[config.mk]
export PLATFORM = sky130hd
export DESIGN_NAME = instr_fetch_unit
export DESIGN_NICKNAME = d
export VERILOG_FILES = /design/src/rtl/instr_fetch_unit.sv
export SDC_FILE = /design/constraint.sdc
export NUM_CORES = 1
export LEC_CHECK = 0
export BUFFER_PORTS_ARGS = -buffer_cell sky130_fd_sc_hd__buf_2
export CAP_MARGIN = 10
export CELL_PAD_IN_SITES_DETAIL_PLACEMENT = 1
export CELL_PAD_IN_SITES_GLOBAL_PLACEMENT = 1
export CORE_UTILIZATION = 34
export DETAILED_ROUTE_END_ITERATION = 7
export GPL_TIMING_DRIVEN = 1
export PLACE_DENSITY_LB_ADDON = 0.1
export SYNTH_ARGS = -nofsm -noshare
export SYNTH_HDL_FRONTEND = slang
export SYNTH_SLANG_ARGS = --single-unit
[constraint.sdc]
create_clock -name clk -period 1.9 [get_ports clk]
set_input_delay 0.38 -clock clk [delete_from_list [all_inputs] [get_ports clk]]
set_output_delay 0.38 -clock clk [all_outputs]
set_load 0.01 [all_outputs]
[src/rtl/instr_fetch_unit.sv]
// rtl/instr_fetch_unit.sv - instruction fetch stage with req/ack memory port and redirect squash
module instr_fetch_unit #(
  parameter logic [31:0] RESET_PC  = 32'h8000_0000,
  parameter logic [31:0] NOP_INSTR = 32'h0000_0013
) (
  input  logic        clk,
  input  logic        reset,
  output logic        mem_req,
  output logic [31:0] mem_addr,
  input  logic        mem_ack,
  input  logic [31:0] mem_rdata,
  input  logic        redirect_valid,
  input  logic [31:0] redirect_pc,
  input  logic        stall,
  output logic        if_valid,
  output logic [31:0] if_pc,
  output logic [31:0] if_instr
);

  typedef enum logic [1:0] {
    ST_RST   = 2'd0,
    ST_FETCH = 2'd1,
    ST_VALID = 2'd2
  } state_t;

  state_t      state;
  state_t      state_nxt;
  logic [31:0] pc;
  logic [31:0] addr_q;
  logic [31:0] instr_q;
  logic        squash;
  logic [31:0] target;
  logic [31:0] pc_inc;
  logic        discard;
  logic        unused_redirect_lsb;

  // Redirect targets are always word aligned; the low bits are dropped.
  assign target              = {redirect_pc[31:2], 2'b00};
  assign unused_redirect_lsb = ^redirect_pc[1:0];
  assign pc_inc              = pc + 32'd4;

  // Returning data is stale if a redirect arrived earlier or arrives with it.
  assign discard = squash | redirect_valid;

  assign mem_req  = (state == ST_FETCH);
  assign mem_addr = addr_q;
  assign if_instr = if_valid ? instr_q : NOP_INSTR;

  // State register.
  always_ff @(posedge clk) begin
    if (reset) begin
      state <= ST_RST;
    end else begin
      state <= state_nxt;
    end
  end

  // Next-state: leave FETCH only on a usable ack; leave VALID on redirect or consume.
  always_comb begin
    state_nxt = state;
    case (state)
      ST_RST:   state_nxt = ST_FETCH;
      ST_FETCH: if (mem_ack && !discard) state_nxt = ST_VALID;
      ST_VALID: if (redirect_valid || !stall) state_nxt = ST_FETCH;
      default:  state_nxt = ST_RST;
    endcase
  end

  // PC, bus address, squash flag and the presented instruction.
  always_ff @(posedge clk) begin
    if (reset) begin
      pc       <= RESET_PC;
      addr_q   <= RESET_PC;
      if_valid <= 1'b0;
      if_pc    <= RESET_PC;
      instr_q  <= NOP_INSTR;
      squash   <= 1'b0;
    end else begin
      case (state)
        ST_FETCH: begin
          if (mem_ack) begin
            if (discard) begin
              // Drop the word and reissue at the newest PC next cycle.
              pc     <= redirect_valid ? target : pc;
              addr_q <= redirect_valid ? target : pc;
              squash <= 1'b0;
            end else begin
              instr_q  <= mem_rdata;
              if_pc    <= pc;
              if_valid <= 1'b1;
            end
          end else if (redirect_valid) begin
            // The bus request cannot be withdrawn, so addr_q stays put.
            pc     <= target;
            squash <= 1'b1;
          end
        end
        ST_VALID: begin
          if (redirect_valid) begin
            if_valid <= 1'b0;
            pc       <= target;
            addr_q   <= target;
          end else if (!stall) begin
            if_valid <= 1'b0;
            pc       <= pc_inc;
            addr_q   <= pc_inc;
          end
        end
        default: begin
        end
      endcase
    end
  end

endmodule

# Word level (Yosys, flattened, before mapping)
# Index checks and enable logic that the tools add are counted.
# totals
inputBits	69
ff_bits	132
wordCells	53
output_inout_bits	98
# op_classes
reduce_logical	13
addsub	1
bitwise_logic	2
mux	20
n_eq_ne	10
# ops
operator	count
2-to-1 mux 32 bit	7
one-hot mux 32 bit (2 select lines)	2
adder 32 x 3 -> 32 bit, second input constant	1
AND reduction 3 bit	3
!= test 2 x 1 -> 1 bit, second input constant	4
AND reduction 4 bit	2
2-to-1 mux 1 bit	7
one-hot mux 2 bit (3 select lines)	1
2-to-1 mux 2 bit	2
!= test 2 bit, second input constant	2
nonzero test 2 bit	2
!= test 3 x 2 -> 1 bit, second input constant	1
!= test 3 bit, second input constant	1
== test 2 x 1 -> 1 bit, second input constant	1
== test 2 bit, second input constant	1
zero test 1 bit	2
zero test 2 bit	1
one-hot mux 1 bit (2 select lines)	1
AND reduction 2 bit	1
logical AND 1 bit	1
logical OR 1 bit	1
NOT 1 bit	1
bitwise OR 1 bit	1

# Longest topological paths before layout
# logic_depth
ltp_word	5
depth_mapped	9
depth_no_buf	7

# Worst setup path before layout
# Ideal clock, no wire load.
# synth_path
path_type	reg-to-reg
from	reg state[1]
to	reg addr_q[22], in the netlist mem_addr[22]
period_less_slack_ns	2.143
required_ns	1.837
n_path_buf	1
stages_incl_launch_ff	9
setup_time_ns	0.063
arrival_ns	2.081
setup_slack_ns	-0.243
cell_sequence	dfxtp_1 > inv_1 > ha_1 > clkbuf_1 > nor2_1 > a211oi_2 > nand2_1 > or4b_2 > nand3_1
# synth_between
elab_chain_len	3
elab_cells_between_ends	8
cone_classes	eq/ne: 5; mux: 1; reduce/logical: 2
# synth_lines
element	line_no	text
from (decl)	26	state_t state;
from (signal assigned)	54	state <= state_nxt;
== test 2 x 1 -> 1 bit (*)	-	
net mem_req	8	output logic mem_req,
!= test 2 x 1 -> 1 bit (no line) or nonzero test 2 bit (tied branches)	-	
AND reduction 4 bit (no line)	-	
to (signal assigned)	85	addr_q <= redirect_valid ? target : pc;
to (signal assigned)	102	addr_q <= target;
to (signal assigned)	106	addr_q <= pc_inc;
to (decl)	29	logic [31:0] addr_q;
# Mark *: on every way through the listed nets, which the timed path passes. The rest lies on a longest branch.
# A chain may end at the register's enable or synchronous reset.

# Final worst setup path
# layout_path
from	reg state[0]
to	reg addr_q[30], in the netlist mem_addr[30]
# layout_between
elab_chain_len	3
elab_cells_between_ends	8
cone_classes	eq/ne: 5; mux: 1; reduce/logical: 2
# layout_lines
element	line_no	text
== test 2 bit or == test 2 x 1 -> 1 bit (tied branches)	79	case (state)
!= test 3 bit (no line), or another cell as far along	-	
AND reduction 4 bit (no line)	-	
# Several ways; a longest one is shown, not always the timed one.

==> results.ini <==
[critical_path]
worst-setup-path-type=flip-flop to flip-flop
start_kind=flip-flop
arrival_ns=2.23
startpoint=state[0]$_SDFFE_PP0P_
crit_cells=7
worstPathMaxFanout=7
r2r_start=state[0]$_SDFFE_PP0P_
critPathTopFamily=simple AND/OR/NAND/NOR gates
critPathSlowestCell=or4_1
cp_data_required_time_ns=2.19
cp_cell_sequence=inv_2 -> ha_4 -> and3b_2 -> a211oi_4 -> buf_6 -> a211oi_2 -> or4_1
cp_slowest_stage_delay_ns=0.42
worst-path-buf-inv=2
rrSetupSlack_ns=-0.04
reg2reg_to=mem_addr[30]$_SDFFE_PP0P_
cp-endpoint=mem_addr[30]$_SDFFE_PP0P_
crit_path_end_kind=flip-flop
rr_worst_depth=7

[sta]
holdWs_ns=0.170
finClkSkew_ns=0.0105
slew_headroom_pct=67.2
setup_viol=3
rsz0062_at_grt=true
finalCritPeriodShare_pct=102
hold_viol_final=0
maxSlewViolCount=0
setup_ws_ns=-0.0414
timing.fmax_ghz=0.515
tightest_slew_ns=0.492
period_needed_ns=1.94

[clock_network]
cts_buffer_depth=2
cts-htree-levels=4
cts.reportedPaths.clkPinSlew_ns=0.06
cts_tree=built
cts_buffers=17
clock_latency_ns=0.42
root_buffer=clkbuf_16
numClockSinks=132

[final_layout]
seq_area_um2=2660
drive_above_1_share_pct=37.3
nFillCells=2223
nets=1140
area_growth_pct=43.0
n_antenna_cell=0
post-route-util_pct=50.4
design_area_um2=9170
multi_input_area_um2=3740

[synth]
yosysWarnings=0
syn_nets=902
synth.avg_cell_area_um2=7.74
ys_top_cells_by_count=189 x nand2_1, 132 x dfxtp_1, 99 x a21oi_1
synth_cell_types=67
synthXorXnorAreaFrac_pct=2.05
ys.flop_type=dfxtp_1
synth.most_common_cell=nand2_1
synthArstFlopShare_pct=0
synth_compound_area_share_pct=18.0
synthAdderAreaFrac_pct=0.780
ys_seq_area_share_pct=41.2
synth_top_family_by_area=simple AND/OR/NAND/NOR gates
synth_top_area_share_pct=41.2
synth_mux_area_share_pct=1.40
yosys.area.top_type=dfxtp_1
synth_simple_gate_area_share_pct=30.2
syn-cell-area_um2=6410
synth-edff-count=0
synthCells=829
synth_seq_cells=132
synth_area_leaders=dfxtp_1 41%, nand2_1 11%, a21oi_1 7.7%

[floorplanning]
start_util_pct=35.2
dieArea_um2=19400
pin_count=167
die_w_um=139
coreArea_um2=18200
die_h_um=139
rows=49

[global_routing]
antenna_found_initial=0
grt_overflow=0
grt_pass1_vias=6987
grt_max_degree=66
grt_pass1_wl_mm=36.9
grt.total_usage_pct=24.2

[run_status]
outcome=finished with violations
violations=setup timing

[power_and_ir_drop]
power_density_nw_per_um2=895
power_leakage_nw=3.90
ir_drop_mv=0.552

[drt]
drc=0
wl_per_cell_um=18.0
ant_nets=0
drtPass1Iterations=4
viasPerCell=5.24
via_count=6853
drt_iter0_drc=252
wl_mm=23.5

[run]
maxCapViolCount=0

[placed_design]
dp_slack_ns=-0.125
gp_congestion=0.844
dpl-instance-area_um2=8140
io_buffers=164
hpwl_mm=16.9

[min_path]
hp-class=input pin to flip-flop

sequential cells by signal, summed over array words and instances (netlist names):
name,flops
mem_addr,32
instr_q,32
if_pc,32
pc,32
squash,1
if_valid,1
state,2
cell usage in the layout (no fill, tap or decap), drive strengths merged, types with 11 or more instances in the layout:
| master | netlist | final |
|---|---|---|
| and2 | 33 | 33 |
| nor4 | 13 | 13 |
| nand3 | 41 | 41 |
| a21oi | 99 | 99 |
| dfxtp | 132 | 132 |
| inv | 9 | 12 |
| nor2 | 38 | 38 |
| buf | 19 | 289 |
| and3 | 11 | 11 |
| clkbuf | 51 | 19 |
| nand4 | 17 | 17 |
| o21ai | 37 | 37 |
| nor3 | 15 | 15 |
| nand2 | 189 | 189 |
power by group:
group | internal (W) | total (W) | switching (W)
combinational | 0.000784 | 0.00178 | 0.00100
clock | 0.00198 | 0.00331 | 0.00133
sequential | 0.00297 | 0.00312 | 0.000151
layer usage:
layer  wire [um]  share of wire [%]  global-route usage (%)
met5           0                  0                       0
met2       11800                 50                    41.8
met1       10500                 45                    30.5
met3         899                3.8                    3.75
met4         301                1.3                    8.25
kinds of logic (layout without fill, tap and decap cells):
logic type / after synthesis / after routing
AO/OA/AOI/OAI: 195 / 195
XOR/XNOR: 15 / 15
adder cells (fa/ha/maj): 4 / 4
buffers and inverters: 80 / 331
flip-flops: 132 / 132
multiplexers: 9 / 9
AND/OR/NAND/NOR: 394 / 394
metrics by stage:
| stage | instances | power (W) | setup TNS [ns] |
|---|---|---|---|
| after global routing | 1309 | 0.00858 | -0.780 |
| final | 1309 | 0.00821 | -0.0764 |
| after detailed placement | 1267 | 0.00475 | -1.03 |
| after global placement | 1267 | 0.00473 | -0.602 |
| after floorplan | 829 | 0.00401 | -0.0872 |
| after CTS | 1304 | 0.00815 | -0.380 |
final cells by class:
type / count / share of cell area, %
well taps: 229 / 3.12
inverters: 9 / 0.368
multi-input cells: 617 / 40.8
repair buffers: 290 / 20.3
flip-flops and latches: 132 / 29.0
clock inverters: 14 / 1.68
clock buffers: 18 / 4.79
worst min-delay path by stage:
stage	cells after the start	slack [ns]	start	to
final	3	0.17	mem_rdata[4]	instr_q[4]$_SDFFE_PP1P_
after global routing	3	0.18	mem_rdata[0]	instr_q[0]$_SDFFE_PP1P_
after CTS	3	0.16	mem_rdata[4]	instr_q[4]$_SDFFE_PP1P_
after detailed placement	2	0.44	instr_q[24]$_SDFFE_PP0P_	instr_q[24]$_SDFFE_PP0P_
after global placement	2	0.44	instr_q[3]$_SDFFE_PP0P_	instr_q[3]$_SDFFE_PP0P_
after floorplan	2	0.43	instr_q[0]$_SDFFE_PP1P_	instr_q[0]$_SDFFE_PP1P_
worst register-to-register path: cells and delay by family (launching register included):
kind	cells	cell delay (ns)
and+or+nand+nor	2	0.67
AOI/OAI and AO/OA	2	0.40
adders and majority gates	1	0.18
buffers and inverters	2	0.24
DFF	1	0.34
what timing repair did:
item,in CTS,in global routing
pin swaps,6,36
endpoints found under the setup margin,29,45
hold buffers,0,0
gates cloned,0,1
setup buffers,5,7
gates resized for setup,14,71
Power figures use the tool's default switching activity.
